### src/rtl/tail_light_ctrl_if.sv
// Request and lamp signals between the switch conditioning logic and the
// tail-light controller.
interface tail_light_ctrl_if;
    logic       lt;
    logic       rt;
    logic       haz;
    logic [2:0] li;
    logic [2:0] ri;

    modport master (output lt, rt, haz, input  li, ri);
    modport slave  (input  lt, rt, haz, output li, ri);
endinterface

### src/rtl/tail_light_ctrl.sv
// Sequential turn-signal / hazard controller for three-lamp tail lights.
// A prescaler sets the pattern step rate; the lamps are a Moore decode of the state.
module tail_light_ctrl #(
    parameter int PRESCALE = 1,
    parameter int CNT_W    = 16
) (
    input  logic             clk,
    input  logic             rst,
    tail_light_ctrl_if.slave bus
);

    localparam logic [2:0] IDLE = 3'd0;
    localparam logic [2:0] L1   = 3'd1;
    localparam logic [2:0] L2   = 3'd2;
    localparam logic [2:0] L3   = 3'd3;
    localparam logic [2:0] R1   = 3'd4;
    localparam logic [2:0] R2   = 3'd5;
    localparam logic [2:0] R3   = 3'd6;
    localparam logic [2:0] LR3  = 3'd7;

    localparam logic [CNT_W-1:0] CNT_LAST = CNT_W'(PRESCALE - 1);

    logic [CNT_W-1:0] cnt_q, cnt_d;
    logic             tick;
    logic [2:0]       state_q, state_d;
    logic [2:0]       li, ri;

    // With PRESCALE=1 the counter never leaves zero, so tick is always high.
    assign tick  = (cnt_q == CNT_LAST);
    assign cnt_d = tick ? '0 : cnt_q + CNT_W'(1);

    always_comb begin
        // NOTE: default assignment first so every path drives state_d; no latch.
        state_d = state_q;
        if (tick) begin
            case (state_q)
                IDLE: begin
                    if (bus.haz || (bus.lt && bus.rt)) state_d = LR3;
                    else if (bus.lt)                   state_d = L1;
                    else if (bus.rt)                   state_d = R1;
                    else                               state_d = IDLE;
                end
                L1:      state_d = bus.haz ? LR3 : L2;
                L2:      state_d = bus.haz ? LR3 : L3;
                L3:      state_d = IDLE;
                R1:      state_d = bus.haz ? LR3 : R2;
                R2:      state_d = bus.haz ? LR3 : R3;
                R3:      state_d = IDLE;
                LR3:     state_d = IDLE;
                default: state_d = IDLE;
            endcase
        end
    end

    // NOTE: sequential state uses non-blocking assignments so all registers
    // update together from their pre-edge values.
    always_ff @(posedge clk) begin
        if (rst) begin
            cnt_q   <= '0;
            state_q <= IDLE;
        end else begin
            cnt_q   <= cnt_d;
            state_q <= state_d;
        end
    end

    always_comb begin
        li = 3'b000;
        ri = 3'b000;
        case (state_q)
            L1:      li = 3'b001;
            L2:      li = 3'b011;
            L3:      li = 3'b111;
            R1:      ri = 3'b001;
            R2:      ri = 3'b011;
            R3:      ri = 3'b111;
            LR3: begin
                li = 3'b111;
                ri = 3'b111;
            end
            default: begin
                li = 3'b000;
                ri = 3'b000;
            end
        endcase
    end

    assign bus.li = li;
    assign bus.ri = ri;

endmodule

### src/flat_wrapper.sv
// flat-port wrapper written by rule: the top's interface ports become plain ports
module tail_light_ctrl_flat 
#(
    parameter int PRESCALE = 1,
    parameter int CNT_W    = 16
)
  (clk, rst, bus_lt, bus_rt, bus_haz, bus_li, bus_ri);
  tail_light_ctrl_if bus_i ();
  input  logic clk;
  input  logic rst;
  input wire logic [$bits(bus_i.lt)-1:0] bus_lt;
  input wire logic [$bits(bus_i.rt)-1:0] bus_rt;
  input wire logic [$bits(bus_i.haz)-1:0] bus_haz;
  output wire logic [$bits(bus_i.li)-1:0] bus_li;
  output wire logic [$bits(bus_i.ri)-1:0] bus_ri;
  assign bus_i.lt = bus_lt;
  assign bus_i.rt = bus_rt;
  assign bus_i.haz = bus_haz;
  assign bus_li = bus_i.li;
  assign bus_ri = bus_i.ri;
  tail_light_ctrl #(.PRESCALE(PRESCALE), .CNT_W(CNT_W)) u_core (.clk(clk), .rst(rst), .bus(bus_i));
endmodule
### config.mk
export PLATFORM = sky130hd
export DESIGN_NAME = tail_light_ctrl_flat
export DESIGN_NICKNAME = d
export VERILOG_FILES = /design/src/rtl/tail_light_ctrl_if.sv /design/src/rtl/tail_light_ctrl.sv /design/src/flat_wrapper.sv
export SDC_FILE = /design/constraint.sdc
export NUM_CORES = 1
export LEC_CHECK = 0
export ABC_AREA = 0
export BUFFER_PORTS_ARGS = -buffer_cell sky130_fd_sc_hd__buf_2
export CORE_MARGIN = 8
export CORE_UTILIZATION = 50
export CTS_BUF_LIST = sky130_fd_sc_hd__clkbuf_16
export DETAILED_ROUTE_END_ITERATION = 8
export GPL_TIMING_DRIVEN = 0
export PLACE_DENSITY = 0.72
export SLEW_MARGIN = 0
export SYNTH_ARGS = -nofsm -noshare
export SYNTH_HDL_FRONTEND = slang
export SYNTH_SLANG_ARGS = --single-unit
export TNS_END_PERCENT = 5
### constraint.sdc
create_clock -name clk -period 1.4 [get_ports clk]
set_input_delay 0.14 -clock clk [delete_from_list [all_inputs] [get_ports clk]]
set_output_delay 0.14 -clock clk [all_outputs]
set_load 0.01 [all_outputs]
# Yosys cells after proc, flatten, opt, wreduce, memory -nomap -nowiden
# Cells that the tools add are included.
[totals] elab_cells=28 output_inout_bits=6 in_bits=5 romBits=0 latchBits=0 ramBits=0 reg_bits=19 n_memories=0
[op_classes] addsub=1 order_cmp=0 shifts=0 bitwise=0 multipliers=0 n_reduce_logical=8 n_div=0 n_mux=10 eq_ne=7
[op_table] operator="one-hot mux 3 bit (3 select lines)" n=2
[op_table] operator="one-hot mux 3 bit (6 select lines)" n=1
[op_table] operator="adder 16 x 1 -> 16 bit, second input constant" n=1
[op_table] operator="zero test 16 bit" n=1
[op_table] operator="two-way mux 3 bit" n=5
[op_table] operator="equality test 3 bit, second input constant" n=4
[op_table] operator="equality test 3 x 2 -> 1 bit, second input constant" n=2
[op_table] operator="OR reduction 2 bit" n=3
[op_table] operator="equality test 3 x 1 -> 1 bit, second input constant" n=1
[op_table] operator="zero test 3 bit" n=1
[op_table] operator="OR reduction 3 bit" n=1
[op_table] operator="two-way mux 2 bit" n=1
[op_table] operator="logical AND 1 bit" n=1
[op_table] operator="logical OR 1 bit" n=1
[op_table] operator="two-way mux 1 bit" n=1

# Logic depth before layout (Yosys ltp)
[logic_depth] ltp_word=4 ltp_mapped=8 mapped_depth_nobuf=6

# Least setup slack after synthesis
# Ideal clock, no wire load.
[synth_timing] path_kind="register to register" from="register u_core.cnt_q[0]" to="register u_core.cnt_q[2]" required_time_ns=1.285 arrival_time_ns=1.339 n_path_buf=2 synth_period_minus_slack_ns=1.454 setup_ns=0.115 stages_incl_launch_ff=9 setup_slack_ns=-0.054 path_cell_list="dfxtp_1 -> inv_1 -> ha_1 -> nor4b_2 -> nand4_2 -> nand2b_1 -> buf_4 -> buf_6 -> nor2_1"
[synth_via] elab_chain_cells=2 elab_cells_between_ends=3 cone_classes="add/sub: 1; reduce/logical: 2"
[synth_lines] element="start, declared" line_no="tail_light_ctrl.sv:23" rtl="logic [CNT_W-1:0] cnt_q, cnt_d;"
[synth_lines] element="start signal, assigned" line_no="tail_light_ctrl.sv:62" rtl="cnt_q <= cnt_d;"
[synth_lines] element="parallel branches: the longest is 2 deep, another holds adder 16 x 1 -> 16 bit"
# Several ways; the timed one is not identified.
# A chain may end at the register's enable or synchronous reset.

# Worst setup path in the final report
# Same ends and word-level chain as after synthesis.

==> metrics.cfg <==
[outcome]
status = finished with violations
failed_checks = negative setup slack

[synthesis]
postSynthCellCount = 121
synth-main-ff-cell = dfxtp_1
synth.area.top_cells = dfxtp_1, xor2_1, nor2_1, nand4_1, xnor2_1
synth_common_cells = dfxtp_1, nor2_1, xor2_1
yosysWarnings = 0
synth_edf_count = 0
synth_nets = 128
synthArstFlopShare = 0
avgSynthCellArea_um2 = 8.52
synth.distinct_cells = 33
yosys.area.top_type = dfxtp_1
ys_seq_area_frac = 0.369
synth_top_cell_area_share = 0.369
ys_seq_elements = 19
syn_area_mm2 = 0.00103

[pwr]
swShare = 0.217
p_comb_frac = 0.119
switching_power_uw = 277
power.total_mw = 1.28
power_density_mw_per_mm2 = 984
power.internal_mw = 1.00
clockPowerShare = 0.440
irDropWorstVdd_v = 0.000671
cellLeakagePower_nw = 0.503
seqPwrFrac = 0.441

[final_layout]
seqCellArea_um2 = 388
final_nets = 145
multi_input_area_um2 = 617
fillCellCount = 183
num_antenna_cells = 0
final_cells = 164
utilization = 0.663
layout-drive-gt1-share = 0.299
areaGrowthSynthToFinish_pct = 26.1

[setup_path]
cp_max_fo = 5
worstPathRequired_ns = 1.54
cpLargestDelayFamily = simple AND/OR/NAND/NOR gates
reg2reg_depth = 8
arrival_ns = 1.66
path_cells = inv_2, ha_4, nor4b_4, nand4_2, nand2b_1, buf_6, clkbuf_16, nor2_1
worstSetupPathDepth = 8
start_kind = flop
worstSetupEndpointType = flop
critPathKind = flop to flop
slowest_delay_ns = 0.34
crit_buf_inv = 3
cp_slowest_cell = dfxtp_4

[global_routing]
grt_use_total = 0.128
antenna_found_initial = 0
grt_max_degree = 11
grt_overflow = 0
grt_pass1_vias = 846
grt_pass1_wl_um = 3630

[worst_hold_path]
hold_path_class = input port to flop
hold-path-cell-count = 2

[floorplan]
core.rowCount = 16
io-pin-count = 11
die_w_um = 61.4
core_mm2 = 0.00196
start_util = 0.526
die_area_mm2 = 0.00377
die_y_um = 61.4

[clocking]
numCtsBuffers = 3
hold_buffers = 0
root_buffer = clkbuf_16
cts_tree = done
cts_max_level = 1
clk_pin_slew_worst_paths_ns = 0.05
clk_path_buf_depth = 2
clk_latency_ns = 0.25
cts_sinks = 19

[route]
drc_errors = 0
postRouteAntennaNets = 0
drt-initial-drc-count = 15
drt-total-wl_um = 2180
vias = 893
firstDrtPassIters = 4
viasPerCell = 5.45
wire_per_inst_um = 13.3

[sta]
setup_tns_ns = -1.57
period_share = 1.09
setup_slack_ns = -0.125
finClkSkew_ns = 0.00267
rsz0062_at_grt = true
finalSetupViolCount = 17
hold_viol = 0
post-route-min-period_ns = 1.52
relSlewSlack = 0.756
tightestPinTransition_ns = 0.363
max_freq_mhz = 656
slew_viol_final = 0

[placed_design]
place_congestion = 0.835
io_buffers = 10
placed_cells = 158
hpwl_um = 1440

[flow_run]
cap_violations = 0

==> metal layers <==
layer	vias to the layer above	GRT usage	routed length (um)	share of wire
met2	26	0.239	1070	0.49
met1	415	0.133	957	0.44
met4	0	0.0552	42	0.019
met5	-	0	0	0
met3	8	0.0292	110	0.051
li1	444	-	-	-
==> final timing paths <==
path / startpoint / to / slack (ns)
max: u_core.cnt_q[0]$_SDFF_PP0_ / u_core.cnt_q[2]$_SDFF_PP0_ / -0.12
min: rst / u_core.state_q[1]$_SDFFE_PP0N_ / 0.09
max reg2reg: u_core.cnt_q[0]$_SDFF_PP0_ / u_core.cnt_q[2]$_SDFF_PP0_ / -0.12
min reg2reg: u_core.cnt_q[0]$_SDFF_PP0_ / u_core.cnt_q[0]$_SDFF_PP0_ / 0.54
==> stage by stage <==
step / cell area [um^2] / hold WS (ns) / worst slack (ns)
final: 1300 / 0.0946 / -0.125
after global routing: 1300 / 0.0973 / -0.202
after CTS: 1260 / 0.0949 / -0.0424
after detailed placement: 1140 / 0.346 / -0.156
after global placement: 1140 / 0.345 / -0.157
after floorplan: 1060 / 0.209 / 0.00194
==> power by group through the flow <==
stage               registers, mW  clock network, mW  logic [mW]
floorplan                   0.568                  0       0.108
global placement            0.568                  0       0.153
detailed placement          0.568                  0       0.156
CTS                         0.564              0.573       0.152
global route                0.564              0.602       0.170
finish                      0.564              0.563       0.152
==> flip-flops by register name (all words and copies together) (netlist names) <==
name            flops
u_core.state_q      3
u_core.cnt_q       16
==> layout by cell type (no fill, tap or decap), types with 3 or more instances in the layout <==
master / synthesis / routed
inv_1: 5 / 4
nor2_2: 3 / 4
a21oi_1: 3 / 3
nor4_1: 4 / 4
nand2_1: 5 / 5
nor2_1: 19 / 18
dfxtp_1: 19 / 15
dfxtp_2: 0 / 3
and2_1: 3 / 3
buf_2: 3 / 13
xnor2_1: 5 / 5
xor2_1: 9 / 9
nand3_1: 6 / 6
nand4_1: 7 / 7
clkbuf_16: 0 / 4
==> cell families after synthesis <==
family          after synthesis  synth area share
compound gates                9            0.0570
xor+xnor                     14             0.119
fa+ha+maj                     2            0.0243
buf+inv                      15            0.0692
flops                        19             0.369
mux                           1           0.00971
simple gates                 61             0.352
==> cell type report <==
cell class / count / share of cell area
Inverter: 5 / 0.0144
Multi-Input combinational cell: 87 / 0.474
Sequential cell: 19 / 0.298
Tap cell: 27 / 0.0260
Buffer: 8 / 0.0414
Clock inverter: 1 / 0.00289
Clock buffer: 3 / 0.0577
Timing Repair Buffer: 14 / 0.0847
==> what timing repair did <==
| action | in CTS | in global routing |
|---|---|---|
| cloned | 0 | 1 |
| buffers inserted | 2 | 1 |
| resized for setup | 5 | 3 |
| endpoints found under the setup margin | 19 | 20 |
| pin swaps | 3 | 2 |
| hold endpoints to repair | 0 | 0 |
No activity file was read; power rests on OpenSTA's default activity.
